### config.mk
export PLATFORM = sky130hd
export DESIGN_NAME = onehot_scan_decoder
export DESIGN_NICKNAME = d
export VERILOG_FILES = /design/src/rtl/decoder_pkg.sv /design/src/rtl/scan_timer.sv /design/src/rtl/onehot_scan_decoder.sv
export SDC_FILE = /design/constraint.sdc
export NUM_CORES = 1
export LEC_CHECK = 0
export CORE_ASPECT_RATIO = 0.75
export CORE_MARGIN = 2
export CORE_UTILIZATION = 35
export CTS_CLUSTER_DIAMETER = 100
export DETAILED_ROUTE_END_ITERATION = 16
export MAX_ROUTING_LAYER = met4
export PLACE_DENSITY_LB_ADDON = 0.12
export SKIP_LAST_GASP = 1
export SLEW_MARGIN = 25
export SYNTH_ARGS = -nofsm -noshare
export SYNTH_HDL_FRONTEND = slang
export SYNTH_HIERARCHICAL = 1
export SYNTH_SLANG_ARGS = --single-unit
### constraint.sdc
create_clock -name clk -period 3.3 [get_ports clk]
set_clock_uncertainty 0.15 [all_clocks]
set_input_delay 0.33 -clock clk [delete_from_list [all_inputs] [get_ports clk]]
set_output_delay 0.33 -clock clk [all_outputs]
set_load 0.05 [all_outputs]
### src/rtl/decoder_pkg.sv
// Shared types and helpers for the one-hot scan decoder: FSM states, mode
// encodings and a range-checked one-hot builder.
package decoder_pkg;

  typedef enum logic [1:0] {
    IDLE   = 2'd0,
    DIRECT = 2'd1,
    SCAN   = 2'd2
  } state_e;

  localparam logic MODE_DIRECT = 1'b0;
  localparam logic MODE_SCAN   = 1'b1;

  // Out-of-range indices give all-zero, never X, so callers can decode blindly.
  function automatic logic [63:0] onehot(input logic [31:0] idx, input logic [31:0] n);
    logic [63:0] r;
    r = '0;
    if (idx < n) r = 64'd1 << idx;
    return r;
  endfunction

endpackage

### src/rtl/scan_timer.sv
// Dwell counter and index incrementer for auto-scan; the caller owns the
// index register and commits next_idx when advance is high.
module scan_timer
  import decoder_pkg::*;
#(
  parameter int unsigned N_OUT   = 10,
  parameter int unsigned SEL_W   = 4,
  parameter int unsigned DWELL_W = 8
) (
  input  logic               clk,
  input  logic               rst,
  input  logic               run,
  input  logic [DWELL_W-1:0] dwell,
  input  logic [SEL_W-1:0]   cur_idx,
  output logic               advance,
  output logic [SEL_W-1:0]   next_idx,
  output logic               wrap
);

  localparam logic [SEL_W-1:0] LAST_IDX = SEL_W'(N_OUT - 1);

  logic [DWELL_W-1:0] cnt_q, cnt_d;

  // NOTE: every signal written in always_comb gets a default first, so no path leaves it unassigned and no latch is inferred.
  always_comb begin
    cnt_d   = '0;
    advance = 1'b0;
    if (run) begin
      // >= rather than == so a dwell lowered below the count advances at once.
      if (cnt_q >= dwell) advance = 1'b1;
      else                cnt_d   = cnt_q + DWELL_W'(1);
    end
  end

  assign next_idx = (cur_idx == LAST_IDX) ? '0 : cur_idx + SEL_W'(1);
  assign wrap     = advance && (cur_idx == LAST_IDX);

  // NOTE: sequential state uses non-blocking assignments so all flops update together at the edge.
  always_ff @(posedge clk or posedge rst) begin
    if (rst) cnt_q <= '0;
    else     cnt_q <= cnt_d;
  end

endmodule

### src/rtl/onehot_scan_decoder.sv
// Registered binary-to-one-hot decoder with direct-decode and auto-scan modes,
// used for display digit and keypad row selects.
module onehot_scan_decoder
  import decoder_pkg::*;
#(
  parameter int unsigned N_OUT   = 10,
  parameter int unsigned SEL_W   = 4,
  parameter int unsigned DWELL_W = 8
) (
  input  logic               clk,
  input  logic               rst,
  input  logic               en,
  input  logic               mode,
  input  logic [SEL_W-1:0]   sel,
  input  logic               sel_valid,
  input  logic [DWELL_W-1:0] dwell,
  output logic [N_OUT-1:0]   out,
  output logic [SEL_W-1:0]   cur_idx,
  output logic               err,
  output logic               wrap
);

  state_e             state_q, state_d;
  logic [N_OUT-1:0]   out_q, out_d;
  logic [SEL_W-1:0]   cur_idx_q, cur_idx_d;
  logic               err_q, err_d;
  logic               wrap_q, wrap_d;

  logic               run;
  logic               advance;
  logic [SEL_W-1:0]   next_idx;
  logic               wrap_hit;

  // The counter only runs while scanning steadily; entry and every other state clear it.
  assign run = en && (mode == MODE_SCAN) && (state_q == SCAN);

  scan_timer #(
    .N_OUT   (N_OUT),
    .SEL_W   (SEL_W),
    .DWELL_W (DWELL_W)
  ) u_scan_timer (
    .clk      (clk),
    .rst      (rst),
    .run      (run),
    .dwell    (dwell),
    .cur_idx  (cur_idx_q),
    .advance  (advance),
    .next_idx (next_idx),
    .wrap     (wrap_hit)
  );

  always_comb begin
    state_d   = state_q;
    out_d     = out_q;
    cur_idx_d = cur_idx_q;
    err_d     = 1'b0;
    wrap_d    = 1'b0;

    if (!en) begin
      state_d = IDLE;
      out_d   = '0;
    end else if (mode == MODE_SCAN) begin
      if (state_q != SCAN) begin
        state_d   = SCAN;
        cur_idx_d = '0;
        out_d     = N_OUT'(onehot(32'd0, N_OUT));
      end else if (advance) begin
        cur_idx_d = next_idx;
        out_d     = N_OUT'(onehot(32'(next_idx), N_OUT));
        wrap_d    = wrap_hit;
      end
    end else begin
      state_d = DIRECT;
      if (sel_valid) begin
        // onehot() already yields zero out of range; cur_idx must still hold.
        out_d = N_OUT'(onehot(32'(sel), N_OUT));
        if (32'(sel) < N_OUT) cur_idx_d = sel;
        else                  err_d     = 1'b1;
      end
    end
  end

  always_ff @(posedge clk or posedge rst) begin
    if (rst) begin
      state_q   <= IDLE;
      out_q     <= '0;
      cur_idx_q <= '0;
      err_q     <= 1'b0;
      wrap_q    <= 1'b0;
    end else begin
      state_q   <= state_d;
      out_q     <= out_d;
      cur_idx_q <= cur_idx_d;
      err_q     <= err_d;
      wrap_q    <= wrap_d;
    end
  end

  assign out     = out_q;
  assign cur_idx = cur_idx_q;
  assign err     = err_q;
  assign wrap    = wrap_q;

endmodule
==> results.py <==
metrics = {
    "run_status": {
        "run_status": "completed",
    },
    "finish": {
        "antennaDiodeCount": 0,
        "fill_cells": 450,
        "final_util_pct": 46.1,
        "fin_nets": 232,
        "layout_common_cells": "clkdlybuf4s50_1 (32), dfrtp_1 (26), inv_1 (18), nor2_1 (12), ha_1 (9)",
        "final_area_um2": 2090,
        "syn_to_final_growth_pct": 24.0,
        "layout_commonest_cell": "clkdlybuf4s50_1",
        "drive_gt1_share_pct": 9.31,
    },
    "timing": {
        "timing.setup.tns_ns": 0,
        "worst_slack_ns": 0.352,
        "fin_crit_sh_pct": 89.3,
        "tightest_slew_ns": 0.732,
        "hold_viol_final": 0,
        "drv_slew": 0,
        "finalSetupViolations": 0,
        "min_period_ns": 2.95,
        "max_freq_mhz": 339,
        "rsz0062_at_grt": "no",
        "slew_headroom_pct": 51.2,
    },
    "routing": {
        "wl_mm": 4.10,
        "drc": 0,
        "via_count": 1440,
        "drt_first_pass_iters": 4,
        "drt_iter0_markers": 101,
        "ant_nets": 0,
        "wl_per_cell_um": 15.7,
        "vias_per_cell": 5.52,
    },
    "grt": {
        "grt_pass1_wl_mm": 6.93,
        "grt_pass1_vias": 1389,
        "grt_max_degree": 20,
        "antenna_found_initial": 0,
        "grt_use_total_pct": 16.6,
        "grt-ovfl-total": 0,
    },
    "power_and_ir_drop": {
        "p_switching_mw": 0.266,
        "seq_power_share_pct": 45.7,
        "power_leakage_nw": 0.900,
        "internal_power_mw": 0.508,
        "ir_drop_mv": 0.217,
        "clockPowerShare_pct": 23.0,
        "swShare_pct": 34.4,
        "p_per_area_nw_per_um2": 370,
        "power_frac_comb_pct": 31.3,
    },
    "placement": {
        "place.port_buffers": 32,
        "place_ws_ns": 0.0965,
        "place_area_um2": 2050,
        "place_hpwl_mm": 3.17,
        "gp_congestion": 0.889,
    },
    "synth": {
        "synth-seq-cells": 26,
        "synth_nets": 200,
        "synth_area_um2": 1690,
        "synth_cell_type_count": 52,
        "seq_area_frac_synth_pct": 38.5,
        "synth_ff_type": "dfrtp_1",
        "synth_cells": 174,
        "synth_edf_count": 0,
        "avgSynthCellArea_um2": 9.70,
        "synthArstFlopShare_pct": 100,
        "ys_warn_count": 6,
    },
    "floorplan": {
        "die-area_um2": 5400,
        "die-height_um": 64.1,
        "core-area_um2": 4550,
        "start_util_pct": 37.1,
        "chipWidth_um": 84.2,
        "rows": 21,
        "pin_count": 33,
    },
    "critical_path": {
        "ff2ff_setup_slack_ns": 0.44,
        "cp.required_ns": 3.37,
        "endpoint_kind": "flop",
        "cp.buffers_inverters": 2,
        "crit_family": "compound AO/OA/AOI/OAI gates",
        "cp_slowest_stage_delay_ns": 0.46,
        "reg2reg_from": "u_scan_timer/cnt_q[2]$_DFF_PP0_",
        "crit_arrival_ns": 3.01,
        "cpMaxStageDelayCell": "clkdlybuf4s50_1",
        "regToRegEndpoint": "out[5]$_DFFE_PP0P_",
        "path_cells": "clkdlybuf4s50_1, inv_1, ha_1, or3_1, a21oi_1, o31ai_1, and2_1, nand4bb_1, a21oi_2, a22o_2",
        "cp_max_fo": 6,
        "critPathLaunchType": "primary input",
        "reg2reg_depth": 8,
        "critPathKind": "in2reg",
    },
    "clock_tree": {
        "cts.clk_slew.worst_paths_ns": 0.09,
        "htreeDepth": 1,
        "cts_resized": 0,
        "numCtsBuffers": 3,
        "cts.path.max_buffers": 2,
        "ctsHoldBuffers": 0,
        "cts_tree": "built",
        "cts_root_buffer": "clkbuf_8",
        "insertion_delay_ns": 0.27,
        "postCtsSetupBuffers": 0,
        "numClockSinks": 26,
    },
    "flow_run": {
        "maxCapViolations": 0,
    },
    "min_path": {
        "hold_path_class": "in2async",
    },
}
==> power by group through the flow <==
stage | registers (mW) | logic (mW) | clock network, mW
floorplan | 0.405 | 0.116 | 0
global placement | 0.359 | 0.239 | 0
detailed placement | 0.359 | 0.241 | 0
CTS | 0.353 | 0.243 | 0.188
global route | 0.357 | 0.264 | 0.201
finish | 0.353 | 0.242 | 0.178
==> cells in the mapped netlist (4+ instances only) <==
cell type | number | area share, %
dfrtp_1 | 26 | 39
inv_1 | 18 | 4.0
nor2_1 | 12 | 2.7
ha_1 | 9 | 6.7
nand3_1 | 8 | 2.4
nand2_1 | 7 | 1.6
o21ai_0 | 5 | 1.5
o22ai_1 | 5 | 1.9
a211oi_1 | 4 | 1.8
a31oi_1 | 4 | 1.5
buf_2 | 4 | 1.2
nand4_1 | 4 | 1.5
xor2_1 | 4 | 2.1
==> per-stage QoR <==
step,power [mW],cells,hold WS [ns]
2_1_floorplan,0.521,174,-0.00434
3_3_place_gp,0.597,258,0.341
3_5_place_dp,0.600,258,0.330
4_1_cts,0.784,261,0.204
5_1_grt,0.822,261,0.227
6_report,0.774,261,0.198
==> logic make-up (layout without fill, tap and decap cells) <==
| logic type | count (synthesis) | count (layout) | share of synthesized area, % |
|---|---|---|---|
| xor gates and xnor gates | 7 | 7 | 3.63 |
| and+or+nand+nor | 64 | 64 | 23.6 |
| AOI/OAI and AO/OA | 40 | 40 | 19.1 |
| adders and majority gates | 9 | 9 | 6.67 |
| muxes | 3 | 3 | 2.00 |
| buffers and inverters | 25 | 55 | 6.52 |
| DFF | 26 | 26 | 38.5 |
==> state kept, by name (all words and copies together) (netlist names) <==
name,count
u_scan_timer/cnt_q,8
out,10
cur_idx,4
state_q,2
wrap,1
err,1
==> worst max-delay path by stage <==
stage,startpoint,to,slack (ns),cells after the start
after CTS,dwell[2],out[4]$_DFFE_PP0P_,0.38,10
after floorplan,u_scan_timer/cnt_q[2]$_DFF_PP0_,cur_idx[0]$_DFFE_PP0P_,0.83,8
after global routing,dwell[2],out[1]$_DFFE_PP0P_,0.19,11
final,dwell[2],out[5]$_DFFE_PP0P_,0.35,10
after detailed placement,dwell[2],out[4]$_DFFE_PP0P_,0.1,10
after global placement,dwell[2],out[4]$_DFFE_PP0P_,0.17,10
==> routing by layer <==
layer	track usage (%)	vias up	share of wire, %
met2	22.7	36	41
met5	-	-	0
li1	-	703	-
met1	25.1	699	53
met3	3.36	2	5.3
met4	4.03	0	0.66
==> cell type report <==
cell class              count  area [um2]  area share, %
inverters                  18        67.6           3.23
clock buffers               3        41.3           1.97
well taps                  57        71.3           3.41
multi-input cells         123         927           44.3
repair buffers             34         335           16.0
flip-flops and latches     26         651           31.1
(Power assumes the default switching activity.)
